===== src/rtl/rv32i_fetch_queue_if.sv =====
// Prefetch-side and decode-side signals of the instruction fetch queue.
// The master modport is the queue's view; the slave modport is its environment.
interface rv32i_fetch_queue_if #(
  parameter int unsigned XLEN  = 32,
  parameter int unsigned DEPTH = 4
);
  localparam int unsigned CW = $clog2(DEPTH) + 1;

  logic [XLEN-1:0] fetch_pc_i;
  logic [XLEN-1:0] fetch_instruction_i;
  logic            fetch_advance_o;
  logic            fetch_pc_write_o;
  logic [XLEN-1:0] fetch_pc_o;
  logic            redirect_i;
  logic [XLEN-1:0] redirect_pc_i;
  logic            valid_o;
  logic [XLEN-1:0] pc_o;
  logic [XLEN-1:0] instruction_o;
  logic            ready_i;
  logic [CW-1:0]   count_o;

  modport master (
    input  fetch_pc_i, fetch_instruction_i, redirect_i, redirect_pc_i, ready_i,
    output fetch_advance_o, fetch_pc_write_o, fetch_pc_o,
    output valid_o, pc_o, instruction_o, count_o
  );

  modport slave (
    output fetch_pc_i, fetch_instruction_i, redirect_i, redirect_pc_i, ready_i,
    input  fetch_advance_o, fetch_pc_write_o, fetch_pc_o,
    input  valid_o, pc_o, instruction_o, count_o
  );
endinterface


===== src/rtl/rv32i_fetch_queue.sv =====
// Fetch queue between prefetch and decode: credit-based advance, FIFO buffering,
// and a full flush with PC redirect when execute changes control flow.
module rv32i_fetch_queue #(
  parameter int unsigned    XLEN        = 32,
  parameter int unsigned    DEPTH       = 4,
  parameter logic [XLEN-1:0] VTABLE_ADDR = '0
) (
  input  logic                 clk_i,
  input  logic                 reset_ni,
  rv32i_fetch_queue_if.master  bus
);
  localparam int unsigned PW = $clog2(DEPTH);
  localparam int unsigned CW = PW + 1;

  typedef enum logic {BOOT, RUN} state_e;

  state_e          state, next_state;
  logic [PW-1:0]   rd_ptr, wr_ptr;
  logic [CW-1:0]   count;
  logic [CW-1:0]   credit;
  logic            inflight;
  logic            advance, pc_write;
  logic [XLEN-1:0] target;
  logic            push, pop, flush, valid;

  logic [XLEN-1:0] store_pc    [DEPTH];
  logic [XLEN-1:0] store_instr [DEPTH];

  always_ff @(posedge clk_i) begin
    if (!reset_ni) state <= BOOT;
    else           state <= next_state;
  end

  always_comb begin
    next_state = state;
    unique case (state)
      BOOT: next_state = RUN;
      RUN:  next_state = RUN;
    endcase
  end

  // Outstanding fetches count against capacity so a returning word always has a slot.
  assign credit = count + CW'(inflight);

  always_comb begin
    advance  = 1'b0;
    pc_write = 1'b0;
    target   = bus.redirect_pc_i;
    if (!reset_ni) begin
      target = VTABLE_ADDR;
    end else begin
      unique case (state)
        BOOT: begin
          advance  = 1'b1;
          pc_write = 1'b1;
          target   = bus.redirect_i ? bus.redirect_pc_i : VTABLE_ADDR;
        end
        RUN: begin
          if (bus.redirect_i) begin
            advance  = 1'b1;
            pc_write = 1'b1;
          end else begin
            advance = credit < CW'(DEPTH);
          end
        end
      endcase
    end
  end

  assign valid = reset_ni && (count != '0);
  assign flush = (state == RUN) && bus.redirect_i;
  assign push  = (state == RUN) && inflight && !bus.redirect_i;
  assign pop   = valid && bus.ready_i && !flush;

  always_ff @(posedge clk_i) begin
    if (!reset_ni) begin
      count    <= '0;
      rd_ptr   <= '0;
      wr_ptr   <= '0;
      inflight <= 1'b0;
    end else begin
      inflight <= advance;
      if (flush) begin
        count  <= '0;
        rd_ptr <= '0;
        wr_ptr <= '0;
      end else begin
        if (push) wr_ptr <= wr_ptr + 1'b1;
        if (pop)  rd_ptr <= rd_ptr + 1'b1;
        if (push && !pop)      count <= count + 1'b1;
        else if (pop && !push) count <= count - 1'b1;
      end
    end
  end

  always_ff @(posedge clk_i) begin
    if (push) begin
      store_pc[wr_ptr]    <= bus.fetch_pc_i;
      store_instr[wr_ptr] <= bus.fetch_instruction_i;
    end
  end

  assign bus.fetch_advance_o  = advance;
  assign bus.fetch_pc_write_o = pc_write;
  assign bus.fetch_pc_o       = target;
  assign bus.valid_o          = valid;
  assign bus.count_o          = reset_ni ? count : '0;
  assign bus.pc_o             = store_pc[rd_ptr];
  assign bus.instruction_o    = store_instr[rd_ptr];
endmodule


===== src/flat_wrapper.sv =====
// flat-port wrapper written by rule: the top's interface ports become plain ports
module rv32i_fetch_queue_flat 
#(
  parameter int unsigned    XLEN        = 32,
  parameter int unsigned    DEPTH       = 4,
  parameter logic [XLEN-1:0] VTABLE_ADDR = '0
)
  (clk_i, reset_ni, bus_fetch_pc_i, bus_fetch_instruction_i, bus_redirect_i, bus_redirect_pc_i, bus_ready_i, bus_fetch_advance_o, bus_fetch_pc_write_o, bus_fetch_pc_o, bus_valid_o, bus_pc_o, bus_instruction_o, bus_count_o);
  rv32i_fetch_queue_if #(.XLEN(XLEN), .DEPTH(DEPTH)) bus_i ();
  input  logic clk_i;
  input  logic reset_ni;
  input wire logic [$bits(bus_i.fetch_pc_i)-1:0] bus_fetch_pc_i;
  input wire logic [$bits(bus_i.fetch_instruction_i)-1:0] bus_fetch_instruction_i;
  input wire logic [$bits(bus_i.redirect_i)-1:0] bus_redirect_i;
  input wire logic [$bits(bus_i.redirect_pc_i)-1:0] bus_redirect_pc_i;
  input wire logic [$bits(bus_i.ready_i)-1:0] bus_ready_i;
  output wire logic [$bits(bus_i.fetch_advance_o)-1:0] bus_fetch_advance_o;
  output wire logic [$bits(bus_i.fetch_pc_write_o)-1:0] bus_fetch_pc_write_o;
  output wire logic [$bits(bus_i.fetch_pc_o)-1:0] bus_fetch_pc_o;
  output wire logic [$bits(bus_i.valid_o)-1:0] bus_valid_o;
  output wire logic [$bits(bus_i.pc_o)-1:0] bus_pc_o;
  output wire logic [$bits(bus_i.instruction_o)-1:0] bus_instruction_o;
  output wire logic [$bits(bus_i.count_o)-1:0] bus_count_o;
  assign bus_i.fetch_pc_i = bus_fetch_pc_i;
  assign bus_i.fetch_instruction_i = bus_fetch_instruction_i;
  assign bus_i.redirect_i = bus_redirect_i;
  assign bus_i.redirect_pc_i = bus_redirect_pc_i;
  assign bus_i.ready_i = bus_ready_i;
  assign bus_fetch_advance_o = bus_i.fetch_advance_o;
  assign bus_fetch_pc_write_o = bus_i.fetch_pc_write_o;
  assign bus_fetch_pc_o = bus_i.fetch_pc_o;
  assign bus_valid_o = bus_i.valid_o;
  assign bus_pc_o = bus_i.pc_o;
  assign bus_instruction_o = bus_i.instruction_o;
  assign bus_count_o = bus_i.count_o;
  rv32i_fetch_queue #(.XLEN(XLEN), .DEPTH(DEPTH), .VTABLE_ADDR(VTABLE_ADDR)) u_core (.clk_i(clk_i), .reset_ni(reset_ni), .bus(bus_i));
endmodule

===== config.mk =====
export PLATFORM = sky130hd
export DESIGN_NAME = rv32i_fetch_queue_flat
export DESIGN_NICKNAME = d
export VERILOG_FILES = /design/src/rtl/rv32i_fetch_queue_if.sv /design/src/rtl/rv32i_fetch_queue.sv /design/src/flat_wrapper.sv
export SDC_FILE = /design/constraint.sdc
export NUM_CORES = 1
export LEC_CHECK = 0
export CAP_MARGIN = 20
export CORE_ASPECT_RATIO = 0.75
export CORE_MARGIN = 2
export CORE_UTILIZATION = 41
export DETAILED_ROUTE_END_ITERATION = 12
export GPL_ROUTABILITY_DRIVEN = 0
export PLACE_DENSITY = 0.68
export SYNTH_ARGS = -nofsm -noshare
export SYNTH_HDL_FRONTEND = slang
export SYNTH_SLANG_ARGS = --single-unit

===== constraint.sdc =====
create_clock -name clk_i -period 3.1 [get_ports clk_i]
set_input_delay 0.62 -clock clk_i [delete_from_list [all_inputs] [get_ports clk_i]]
set_output_delay 0.62 -clock clk_i [all_outputs]
set_load 0.02 [all_outputs]

### Yosys cells after proc, flatten, opt, wreduce, memory -nomap -nowiden

Memories as Yosys holds them, arrays and structs flattened. A register that Yosys moved wholly into a read port is not among the register bits.
Cells that the tools add are included.

| word-level totals | value |
|---|---|
| input port bits | 100 |
| output and inout port bits | 102 |
| register bits after elaboration | 9 |
| memories | 2 |
| bits in writable memories | 256 |
| word-level logic and storage cells | 49 |

| cells by class | value |
|---|---|
| order comparisons | 1 |
| bitwise operators | 2 |
| reduce and logical (&&, ||, !) cells | 15 |
| multiplexer cells | 19 |
| add/sub/neg operators | 5 |

Memory list:

| name | depth | width | rd ports | clocked after memory_dff | write ports | line | RTL |
|---|---|---|---|---|---|---|---|
| u_core.store_instr | 4 | 32 | 1 | 1 | 1 | rv32i_fetch_queue.sv:27 | `logic [XLEN-1:0] store_instr [DEPTH];` |
| u_core.store_pc | 4 | 32 | 1 | 1 | 1 | rv32i_fetch_queue.sv:26 | `logic [XLEN-1:0] store_pc [DEPTH];` |

Operator list:

| operator | count |
|---|---|
| $mux 32 | 3 |
| $mux 3 | 3 |
| $logic_and 1x1->1 | 8 |
| $mux 2 | 4 |
| $mux 1 | 7 |
| $add 2x1->2 const B | 2 |
| $logic_not 1->1 | 4 |
| $pmux 1 s2 | 2 |
| $add 3x1->3 | 1 |
| $add 3x1->3 const B | 1 |
| $lt 3x3->1 const B | 1 |
| $reduce_bool 3->1 | 1 |
| $sub 3x1->3 const B | 1 |
| $not 1->1 | 2 |
| $reduce_bool 2->1 | 1 |
| $reduce_or 2->1 | 1 |

### Logic depth before layout (Yosys ltp)

| depth | value |
|---|---|
| word-level depth | 7 |
| mapped depth | 9 |
| gate-level depth less buffers | 9 |

### Least setup slack after synthesis

Ideal clock, no wire load.

| timing | value |
|---|---|
| path type | input-to-reg |
| start point | input bus_redirect_i |
| end point | memory u_core.store_instr[0][0] (enable) |
| required time | 2.671 ns |
| library setup time | 0.429 ns |
| stages on the path | 3 |
| data arrival time | 2.487 ns |
| path buffers | 1 |
| slack | 0.184 ns |
| cell sequence | and3b_1 buf_2 and2_1 |

| on the way | value |
|---|---|
| longest elaborated chain between the ends | 4 |

RTL lines:

| item | line | RTL |
|---|---|---|
| start: declaration | flat_wrapper.sv:14 | `input wire logic [$bits(bus_i.redirect_i)-1:0] bus_redirect_i;` |
| $logic_not 1->1 | rv32i_fetch_queue.sv:72 | `assign push = (state == RUN) && inflight && !bus.redirect_i;` |
| $logic_and 1x1->1 | rv32i_fetch_queue.sv:72 |  |
| via u_core.push | rv32i_fetch_queue.sv:24 | `logic push, pop, flush, valid;` |
| $mux 1 | rv32i_fetch_queue.sv:97 | `if (push) begin` |
| $mux 1 (not written as such) | rv32i_fetch_queue.sv:99 | `store_instr[wr_ptr] <= bus.fetch_instruction_i;` |
| end: declaration | rv32i_fetch_queue.sv:27 |  |

The timed path passes the listed nets, and every way through them passes these cells.

==> key figures <==
Job
  • MaxCap Viol Count: 0

STA
  • RSZ-0062 raised after global routing: false
  • Clock skew after layout: 0.01046 ns
  • Worst-margin pin slew: 0.6906 ns
  • Slew headroom: 0.5338
  • Period Utilization, post-route: 0.9545
  • Final setup viols: 0
  • Max Slew Vio Count: 0
  • Setup TNS: 0 ns
  • Fmax: 0.3380 GHz
  • Final Hold Vio Count: 0
  • Tmin final: 2.959 ns

Clock tree
  • TritonCTS clock tree: done
  • CTS sink cnt: 267
  • Cts bufs inserted: 26
  • CTS Hold Buffers Added: 0
  • Root buf cell: clkbuf_16
  • Clock slew seen by the registers of the worst setup and hold paths: 0.06 ns
  • H-tree lvl count: 1
  • Maximum root-to-sink buffer count: 3
  • Worst-Skew Late Latency: 0.53 ns

Route
  • WL/cell: 19.96 um
  • Vias/cell: 5.004
  • Post-DRT Antenna Nets: 0
  • Drt first pass iters: 4
  • DRC: 0
  • Via count: 5034
  • Final WL: 20080 um
  • DR iter-0 viols: 251

Setup path
  • R2R depth: 8
  • Critical path endpoint category: output pin
  • Worst setup SP type: flip-flop
  • Worst setup path category: reg2out
  • RR Endpoint: u_core.count[2]
  • Reg2reg start: u_core.count[0]
  • R2r setup slk: 0.75 ns
  • CP delay by family, top: buffers and inverters
  • Crit Path Max Fanout: 29
  • Slowest Stage Delay on Critical Path: 0.60 ns
  • Crit path max-delay cell type: clkdlybuf4s50_1
  • Worst Path Arrival: 2.34 ns
  • Crit path cell chain: buf_16 > mux4_2 > clkdlybuf4s50_1
  • CP required: 2.48 ns
  • Worst path buffer plus inverter count: 2

Synth
  • EDFF count, synth: 256
  • Top_reg_cell synth: edfxtp_1
  • Yosys cell types: 29
  • Syn Nets: 535
  • Yosys warnings: 0
  • Synth Cell Area: 10090 um^2
  • Syn Inst Count: 429
  • Mean post-synth cell area: 23.52 um^2
  • Async S/R FF share, synth: 0
  • Register area share after synthesis: 0.7835
  • Synth Register Bits: 267

Global route
  • First-pass GRT wire length: 30460 um
  • All-layer global routing usage: 0.1556
  • Largest net degree at the start of global routing: 65
  • Initial antenna violation count: 0
  • Vias in the first global route: 5545
  • GRT Residual Overflow: 0

Floorplan
  • Die X: 185.2 um
  • Rows: 49
  • Io pins: 202
  • Initial Util: 0.4189
  • Die span in y: 139.9 um
  • Total core area: 24090 um^2
  • Die Area: 25900 um^2

Final layout
  • Layout cells sized above 1: 0.1793
  • Nets: 762
  • Final core occ: 0.5575
  • Area Growth Syn to Fin: 33.10%
  • ANT cells: 0

Hold path
  • Hold path startpoint: u_core.rd_ptr[1]
  • Min-delay worst type: reg2reg
  • Worst Hold End: u_core.rd_ptr[1]
  • WHS Path Cells: 2

Run status
  • Status: completed

Placement
  • # port buffers: 201
  • Detail Placement HPWL: 12950 um

Power
  • Worst VDD drop: 0.3791 mV
  • Static Leak: 4.273 nW
  • Power per Cell Area: 575.3 nW/um^2
## layer usage
layer / share of wire / wire length, um / track usage
met4: 0.021 / 426 / 0.03551
met3: 0.084 / 1690 / 0.04318
met5: 0 / 0 / 0
met2: 0.50 / 10010 / 0.2708
met1: 0.40 / 7949 / 0.1943
## flip-flops by register name, summed over array words and instances (netlist names), named ones only
register	cells
u_core.store_pc	128
u_core.inflight	1
u_core.state	1
u_core.store_instr	128
u_core.rd_ptr	2
u_core.wr_ptr	2
u_core.count	3
## cells in the mapped netlist, drive strengths merged, types with 2 or more instances
master    n  share of area
clkbuf    4         0.0016
mux2i     2         0.0020
inv       3         0.0011
ha        5         0.0062
and2     40          0.025
nor2      7         0.0026
xor2      5         0.0043
buf      15          0.017
dfxtp    11          0.022
edfxtp  256           0.76
mux4     64           0.14
o21a      3         0.0022
nand2     2        0.00074
## repair_timing
| action | in CTS | in global routing |
|---|---|---|
| setup endpoints to repair | 53 | 0 |
| buffers inserted | 2 | 0 |
| gates resized for setup | 1 | 0 |
## kinds of logic after synthesis
family,synth area share
buffers and inverters,0.01971
XOR/XNOR,0.005207
multiplexers,0.1463
flip-flops,0.7835
AO/OA/AOI/OAI,0.005702
AND/OR/NAND/NOR,0.03137
adder cells (fa/ha/maj),0.008183
## how the worst max path moves through the flow
stage / from / end / cells past startpoint
6_report: flip-flop / bus_instruction_o[20] / 3
5_1_grt: flip-flop / bus_instruction_o[20] / 3
4_1_cts: flip-flop / bus_instruction_o[20] / 3
3_5_place_dp: reset_ni / u_core.count[2] / 10
3_3_place_gp: bus_redirect_i / bus_fetch_pc_o[0] / 5
2_1_floorplan: bus_redirect_i / u_core.store_instr[0][0] / 3
## power breakdown
part / internal, mW / switching [mW]
combinational: 0.369 / 0.296
clock: 1.79 / 1.26
sequential: 3.99 / 0.0188
total: 6.15 / 1.58
## per-stage QoR
| step | cell area, um^2 | worst slack (ns) | power (mW) | hold slack (ns) | instances |
|---|---|---|---|---|---|
| 6_report | 13430 | 0.1411 | 7.728 | 0.5375 | 1006 |
| 3_5_place_dp | 12570 | 0.2220 | 4.755 | 0.5188 | 957 |
| 4_1_cts | 13430 | 0.09629 | 7.821 | 0.5332 | 1006 |
| 5_1_grt | 13430 | 0.04258 | 7.988 | 0.5710 | 1006 |
| 3_3_place_gp | 12570 | 0.2698 | 4.739 | 0.5070 | 957 |
| 2_1_floorplan | 10090 | 0.1840 | 4.400 | 0.4847 | 429 |
## worst reg2reg max path, cell delays in order (launching register included)
cell,delay (ns)
dfxtp_1,0.41
o31ai_1,0.37
or2_2,0.18
ha_1,0.18
inv_1,0.07
fa_1,0.44
xor2_1,0.16
or3_1,0.31
a21oi_1,0.16
## area by class of cell
| type | count | area (um^2) |
|---|---|---|
| Fill cell | 1773 | 10660 |
| Sequential cell | 267 | 7915 |
| Timing Repair Buffer | 218 | 2260 |
| Multi-Input combinational cell | 140 | 1996 |
| Clock buffer | 30 | 665.6 |
| Tap cell | 331 | 414.1 |
| Clock inverter | 17 | 171.4 |
| Inverter | 3 | 11.26 |
## placed cells by master (no fill, tap or decap), types with 2 or more instances in the layout
cell type / Yosys / layout
xor2_1: 5 / 5
ha_1: 5 / 5
dfxtp_4: 0 / 2
and2_1: 40 / 36
clkbuf_1: 3 / 4
mux2i_1: 2 / 2
mux4_1: 4 / 4
inv_1: 3 / 3
buf_4: 0 / 8
clkinv_1: 0 / 6
nand2_1: 2 / 2
nor2_1: 7 / 7
bufinv_16: 0 / 3
clkinv_2: 0 / 4
clkinvlp_4: 0 / 3
mux4_2: 60 / 60
dfxtp_1: 11 / 9
clkdlybuf4s50_1: 0 / 201
and2_4: 0 / 4
edfxtp_1: 256 / 256
o21a_1: 3 / 3
buf_12: 6 / 8
clkbuf_16: 0 / 26
Power figures use the tool's default switching activity.
